**src/rtl/uart_tx_fifo.sv**
```systemverilog
// uart_tx_fifo: UART transmitter with configurable frame format fed by a small input FIFO
// Ports: clk; rst_n async active-low; din/din_vld write port, accepted while rdy (FIFO not full);
//        dout serial line (idle high, registered); busy high while a frame is in progress.
module uart_tx_fifo #(
  parameter int CNT_MAX   = 2604,
  parameter int DATA_W    = 8,
  parameter int PARITY    = 0,
  parameter int STOP_BITS = 1,
  parameter int FIFO_AW   = 2
) (
  input  logic              clk,
  input  logic              rst_n,
  input  logic [DATA_W-1:0] din,
  input  logic              din_vld,
  output logic              rdy,
  output logic              dout,
  output logic              busy
);
  localparam int DEPTH = 1 << FIFO_AW;
  localparam int CW = $clog2(CNT_MAX);
  localparam int BW = $clog2(DATA_W);
  localparam bit PAR_EN = PARITY == 1 || PARITY == 2;
  localparam bit ODD = PARITY == 1;
  localparam int NSTOP = STOP_BITS == 2 ? 2 : 1;
  typedef enum logic [2:0] {IDLE, START, DATA, PAR, STOP} state_t;
  state_t state;
  logic [DATA_W-1:0] mem [DEPTH];
  logic [FIFO_AW-1:0] wr_ptr, rd_ptr;
  logic [FIFO_AW:0] count;
  logic [CW-1:0] cnt;
  logic [BW-1:0] bit_cnt;
  logic [DATA_W-1:0] sh;
  logic par, push, pop, tick;
  assign rdy = count != (FIFO_AW+1)'(DEPTH);
  assign push = din_vld && rdy;
  assign tick = cnt == CW'(CNT_MAX - 1);
  // popping on the last clock of the final stop bit chains frames with no idle gap
  assign pop = count != '0 && (state == IDLE || (state == STOP && tick && bit_cnt == BW'(NSTOP - 1)));
  always_ff @(posedge clk)
    if (push) mem[wr_ptr] <= din;
  always_ff @(posedge clk or negedge rst_n)
    if (!rst_n) begin
      wr_ptr <= '0;
      rd_ptr <= '0;
      count <= '0;
    end else begin
      wr_ptr <= wr_ptr + FIFO_AW'(push);
      rd_ptr <= rd_ptr + FIFO_AW'(pop);
      count <= count + (FIFO_AW+1)'(push) - (FIFO_AW+1)'(pop);
    end
  always_ff @(posedge clk or negedge rst_n)
    if (!rst_n) begin
      state <= IDLE;
      cnt <= '0;
      bit_cnt <= '0;
      sh <= '0;
      par <= 1'b0;
      dout <= 1'b1;
      busy <= 1'b0;
    end else begin
      cnt <= (state == IDLE || tick) ? '0 : cnt + 1'b1;
      if (pop) begin
        sh <= mem[rd_ptr];
        par <= ODD ^ (^mem[rd_ptr]);
        state <= START;
        bit_cnt <= '0;
        dout <= 1'b0;
        busy <= 1'b1;
      end else if (tick)
        case (state)
          START: begin
            state <= DATA;
            dout <= sh[0];
          end
          DATA:
            if (bit_cnt == BW'(DATA_W - 1)) begin
              state <= PAR_EN ? PAR : STOP;
              dout <= PAR_EN ? par : 1'b1;
              bit_cnt <= '0;
            end else begin
              bit_cnt <= bit_cnt + 1'b1;
              sh <= sh >> 1;
              dout <= sh[1];
            end
          PAR: begin
            state <= STOP;
            dout <= 1'b1;
          end
          STOP:
            if (bit_cnt == BW'(NSTOP - 1)) begin
              state <= IDLE;
              busy <= 1'b0;
              bit_cnt <= '0;
            end else
              bit_cnt <= bit_cnt + 1'b1;
          default: state <= IDLE;
        endcase
    end
endmodule

```
**config.mk**
```make
export PLATFORM = sky130hd
export DESIGN_NAME = uart_tx_fifo
export DESIGN_NICKNAME = d
export VERILOG_FILES = /design/src/rtl/uart_tx_fifo.sv
export SDC_FILE = /design/constraint.sdc
export NUM_CORES = 1
export LEC_CHECK = 0
export CAP_MARGIN = 30
export CORE_UTILIZATION = 55
export CTS_CLUSTER_DIAMETER = 80
export CTS_CLUSTER_SIZE = 25
export DETAILED_ROUTE_END_ITERATION = 10
export PLACE_DENSITY = 0.74
export SLEW_MARGIN = 25
export SYNTH_ARGS = -nofsm -noshare
export SYNTH_HDL_FRONTEND = slang
export SYNTH_SLANG_ARGS = --single-unit
```
**constraint.sdc**
```tcl
create_clock -name clk -period 4.9 [get_ports clk]
set_clock_uncertainty 0.15 [all_clocks]
set_input_delay 0.735 -clock clk [delete_from_list [all_inputs] [get_ports clk]]
set_output_delay 0.735 -clock clk [all_outputs]
set_load 0.005 [all_outputs]
```
# ---- Word-level counts from Yosys, hierarchy flattened
# Memory sizes are Yosys's and may differ from the RTL's.
# Index checks and enable logic that the tools add are counted.
dict set report totals {
  out_inout_bits 3
  n_memories 1
  in_bits 11
  word_cells 71
  register_bits 35
  mem_bits_rw 32
}
# name words width rd rd_ports_with_merged_regs wr line
set mem_list {}
lappend mem_list {mem 4 8 1 0 1 27} ;# logic [DATA_W-1:0] mem [DEPTH];
dict set report classes {
  mux 25
  n_addsub 6
  n_reduce_logical 20
  eq_ne 10
}
# cell n
set op_table {}
lappend op_table {{8-bit 2-to-1 mux} 4}
lappend op_table {{3-bit 2-to-1 mux} 8}
lappend op_table {{12-bit by 1-bit adder with 12-bit output, second input constant} 1}
lappend op_table {{12-bit equality test, second input constant} 1}
lappend op_table {{12-bit 2-to-1 mux} 1}
lappend op_table {{3-bit case mux with 4 select lines} 1}
lappend op_table {{1-bit 2-to-1 mux} 9}
lappend op_table {{3-bit AND reduction} 3}
lappend op_table {{2-bit nonzero test} 4}
lappend op_table {{3-bit by 2-bit equality test with 1-bit output, second input constant} 2}
lappend op_table {{3-bit equality test, second input constant} 2}
lappend op_table {{3-bit zero test} 2}
lappend op_table {{3-bit inequality test, second input constant} 2}
lappend op_table {{3-bit case mux with 2 select lines} 1}
lappend op_table {{3-bit nonzero test} 2}
lappend op_table {{2-bit by 1-bit adder with 2-bit output} 2}
lappend op_table {{1-bit logical AND} 4}
lappend op_table {{2-bit AND reduction} 2}
lappend op_table {{4-bit nonzero test} 1}
lappend op_table {{3-bit by 1-bit adder with 3-bit output} 1}
lappend op_table {{3-bit by 1-bit adder with 3-bit output, second input constant} 1}
lappend op_table {{3-bit by 1-bit equality test with 1-bit output, second input constant} 1}
lappend op_table {{3-bit by 2-bit inequality test with 1-bit output, second input constant} 1}
lappend op_table {{1-bit case mux with 3 select lines} 1}
lappend op_table {{3 further kinds} 4}

# ---- Depth between registers and ports, before layout
dict set report depth {
  ltp_word 7
  depth_mapped 12
}

# ---- Worst setup path after synthesis
# Ideal clock, no wire load.
dict set report synth_path {
  kind {flip-flop to flip-flop}
  start {register bit_cnt[0]}
  end {register count[2]}
  synth_period_minus_slack_ns 2.595
  slack_ns 2.305
  t_arrival_ns 2.323
  required_time_ns 4.627
  n_path_buf 1
  stages_incl_launch_ff 13
  cell_sequence {dfrtp_1 > inv_1 > ha_1 > nor4b_1 > nand4_1 > a21oi_2 > buf_4 > ha_1 > inv_1 > ha_1 > fa_1 > xor2_1 > xnor2_1}
}
dict set report synth_between {
  elab_chain_cells 5
}
# item line
set synth_lines {}
lappend synth_lines {{start: declaration} 31} ;# logic [BW-1:0] bit_cnt;
lappend synth_lines {{start signal: assignment} 81} ;# bit_cnt <= bit_cnt + 1'b1;
lappend synth_lines {{start signal: assignment} 95} ;# bit_cnt <= bit_cnt + 1'b1;
lappend synth_lines {{3-bit zero test} 38} ;# assign pop = count != '0 && (state == IDLE || (state == STOP && tick && bit_cnt == BW'(NSTOP - 1)));
lappend synth_lines {{1-bit logical AND} 38}
lappend synth_lines {{1-bit logical OR} 38}
lappend synth_lines {{1-bit logical AND} 38}
lappend synth_lines {{net pop} 33} ;# logic par, push, pop, tick;
lappend synth_lines {{3-bit by 1-bit subtractor with 3-bit output} 49} ;# count <= count + (FIFO_AW+1)'(push) - (FIFO_AW+1)'(pop);
lappend synth_lines {{end signal: assignment} 49}
lappend synth_lines {{end: declaration} 29} ;# logic [FIFO_AW:0] count;
# The timed path passes the listed nets, and every way through them passes these cells.
# A chain may end at the register's enable or synchronous reset.

# ---- Worst setup path in the final report
dict set report layout_path {
  start {register bit_cnt[0]}
  end {register count[2]}
}
dict set report layout_between {
  elab_chain_cells 5
}
# item line
set layout_lines {}
lappend layout_lines {{3-bit zero test} 38}
lappend layout_lines {{1-bit logical AND} 38}
lappend layout_lines {{1-bit logical OR} 38}
lappend layout_lines {{1-bit logical AND} 38}
lappend layout_lines {{3-bit by 1-bit subtractor with 3-bit output} 49}
# Every way passes these cells.

==> out/summary.txt <==
vias = 1657
clock-pin slew on the worst setup and hold paths = 0.07 ns
Rows = 26
total power = 1.288 mW
share of the synthesized area in the top cell type = 32.82%
Die Width = 74.96 um
largest net degree at the start of global routing = 36
GPL Wtd Cong = 0.7541
TritonCTS Buffers = 9
mux cell area share after synthesis = 7.863%
vias per inst = 5.362
worst slew pin tran = 0.5357 ns
Post-Syn Area = 2928 um^2
RSZ-0062 raised after global routing = no
IO Count = 14
GR Overflow Total = 0
# hold bufs at CTS = 0
core area = 5107 um^2
Netlist cell types = 41
f_max = 361.6 MHz
hold slack = 0.3329 ns
Synth area leader = edfxtp_1
r2r startpoint = bit_cnt[0]$_DFFE_PN0P_
status = finished, final reports clean
postcts setup bufs = 0
# diodes = 0
Clock Tree Buf Depth = 2
r2r worst-path depth = 12
hold path start = cnt[0]$_DFF_PN0_
Worst setup EP type = flop
worst reg2reg path endpoint = count[2]$_DFF_PN0_
fin worst setup slack = 2.134 ns
Final Hold Viols = 0
post-synthesis xor/xnor area fraction = 4.487%
Post-synth EDFFs = 32
Slew headroom = 64.29%
Crit path required time = 4.98 ns
share of layout cells above drive strength 1 = 14.23%
Die Ht = 74.96 um
post-route ant nets = 0
Initial Util = 57.32%
Post-CTS Resized = 0
DR WL/cell = 15.19 um
crit path kind = flop to flop
1st-pass router iterations = 4
Max-Cap Viols = 0
Area Overhead vs Synth = 13.16%
compound-cell area share of the yosys netlist = 5.085%
DP Wirelength = 3193 um
Arr. time, crit path = 2.84 ns
Synth Net Count = 235
DRC Markers = 0
Sink Count = 67
YS warnings = 0
worst-skew pair later-pin latency = 0.34 ns
largest cells by area after synthesis = edfxtp_1, dfrtp_1, mux4_2
Post-Place Worst Slack = 2.134 ns
clock share of power = 33.6%
Synth Area in Adders = 4.103%
fin util = 64.87%
switching share of total power = 24.39%
Reg power frac = 54.8%
CTS H-Tree Depth = 3
Syn Area/Cell = 13.62 um^2
Post-synth ARST share = 52.24%
global-route wire length before repair = 7893 um
Leak = 1.343 nW
hold endpoint = cnt[0]$_DFF_PN0_
Synth Instances = 215
Combinational Power Share = 11.6%
setup TNS = 0 ns
pwr/cell area = 388.7 nW/um^2
area of the die = 5619 um^2
flop-to-flop setup slack = 2.13 ns
Final Max Slew Viols = 0
nets@finish = 255
CP max FO = 23
hold depth = 1
Total Routing Usage GR = 19.95%
CTS root buffer = clkbuf_8
Worst Hold Class = flop to flop
vias in the first global route = 1703
Int Pwr = 0.9736 mW
Synth Area in Simple Gates = 13.12%
startpoint types = flop
final cycle utilization of the critical path = 56.44%
#FFs+latches synth = 67
post-synthesis sequential area ratio = 62.78%
starting DRC count in detailed routing = 128
WL final = 4694 um
Main synth FF type = dfrtp_1
Fill cells = 377
largest family of logic cells by synthesized area = simple AND/OR/NAND/NOR gates
antenna violations before repair = 0
TritonCTS clock tree = built
minimum clock period = 2.766 ns
P_sw = 0.3141 mW
final setup vio count = 0
Port Buffer Count = 13
IR drop worst, VDD = 0.3812 mV
[layout by cell type, fill, tap and decap left out, types with 3 or more instances in the layout]
cell type	netlist	routed
a21o_1	3	3
ha_1	8	8
buf_4	1	5
clkbuf_8	0	9
mux4_2	8	8
nand2_1	15	15
and3_1	9	9
xor2_1	7	7
inv_1	6	6
nand3_1	7	7
o21ai_0	6	6
edfxtp_1	32	32
dfrtp_1	34	34
mux2i_1	5	5
nor2_1	23	23
clkdlybuf4s50_1	0	13
nor3_1	6	6
xnor2_1	8	8
[worst max-delay path, cell delays in order (launching register included)]
cell	delay, ns
dfrtp_1	0.41
inv_1	0.07
ha_1	0.18
nor4b_1	0.25
nand4_1	0.16
a21oi_2	0.15
buf_4	0.25
ha_1	0.16
inv_1	0.04
ha_1	0.18
fa_1	0.37
xor2_1	0.16
xnor2_1	0.12
[per-layer routing]
layer / track usage (%) / part of all wire, %
met5: 0 / 0
met4: 10.69 / 2.2
met3: 4.016 / 2.4
met2: 31.83 / 48
met1: 25.96 / 47
[power groups by stage]
stage          Clock, mW  Sequential, mW  Combinational (mW)
2_1_floorplan          0           0.708              0.0917
6_report           0.433           0.705               0.149
3_5_place_dp           0           0.717               0.154
4_1_cts            0.441           0.706               0.155
5_1_grt            0.462           0.715               0.170
3_3_place_gp           0           0.713               0.149
[per-stage QoR]
step	instances	area, um^2
after floorplan	215	2928
after global placement	294	3131
after detailed placement	294	3131
after CTS	309	3313
after global routing	309	3313
final	309	3313
[area by class of cell]
class / instances / area, um^2 / share of cell area (%)
timing repair buffer: 18 / 167.7 / 5.060
multi-input combinational: 133 / 1015 / 30.63
tap: 70 / 87.58 / 2.644
inverter: 6 / 22.52 / 0.6798
sequential: 67 / 1838 / 55.48
clock buffer: 10 / 127.6 / 3.852
clock inverter: 5 / 55.05 / 1.662
[sequential cells by signal, indices dropped and copies added (netlist names)]
| name | flops |
|---|---|
| mem | 32 |
| cnt | 12 |
| sh | 8 |
| bit_cnt | 3 |
| count | 3 |
| state | 3 |
| rd_ptr | 2 |
| wr_ptr | 2 |
| busy | 1 |
| dout | 1 |
[cells by family (layout without fill, tap and decap cells)]
logic type / count (synthesis) / after routing
compound gates: 22 / 22
xor+xnor: 15 / 15
fa+ha+maj: 9 / 9
buf+inv: 15 / 39
flops: 67 / 67
mux: 13 / 13
simple gates: 74 / 74
[Yosys cell counts, drive strengths merged (2+ instances only)]
| master | count |
|---|---|
| dfrtp | 34 |
| edfxtp | 32 |
| nor2 | 24 |
| nand2 | 16 |
| and3 | 9 |
| buf | 8 |
| ha | 8 |
| mux4 | 8 |
| nand3 | 8 |
| xnor2 | 8 |
| xor2 | 7 |
| inv | 6 |
| nor3 | 6 |
| o21ai | 6 |
| mux2i | 5 |
| a21o | 3 |
| a21oi | 3 |
| a22o | 2 |
| a31oi | 2 |
| nand2b | 2 |
| nor3b | 2 |
| nor4b | 2 |
| o31ai | 2 |
[how the worst max path moves through the flow]
stage                                      start            endpoint  depth (start not counted)
after global routing      bit_cnt[0]$_DFFE_PN0P_  count[2]$_DFF_PN0_                         12
after CTS                 bit_cnt[0]$_DFFE_PN0P_  count[2]$_DFF_PN0_                         12
final                     bit_cnt[0]$_DFFE_PN0P_  count[2]$_DFF_PN0_                         12
after floorplan           bit_cnt[0]$_DFFE_PN0P_  count[2]$_DFF_PN0_                         12
after detailed placement                 din_vld  count[2]$_DFF_PN0_                          8
after global placement                   din_vld  count[2]$_DFF_PN0_                          8
Note: power is estimated with default switching activity, not from simulation.
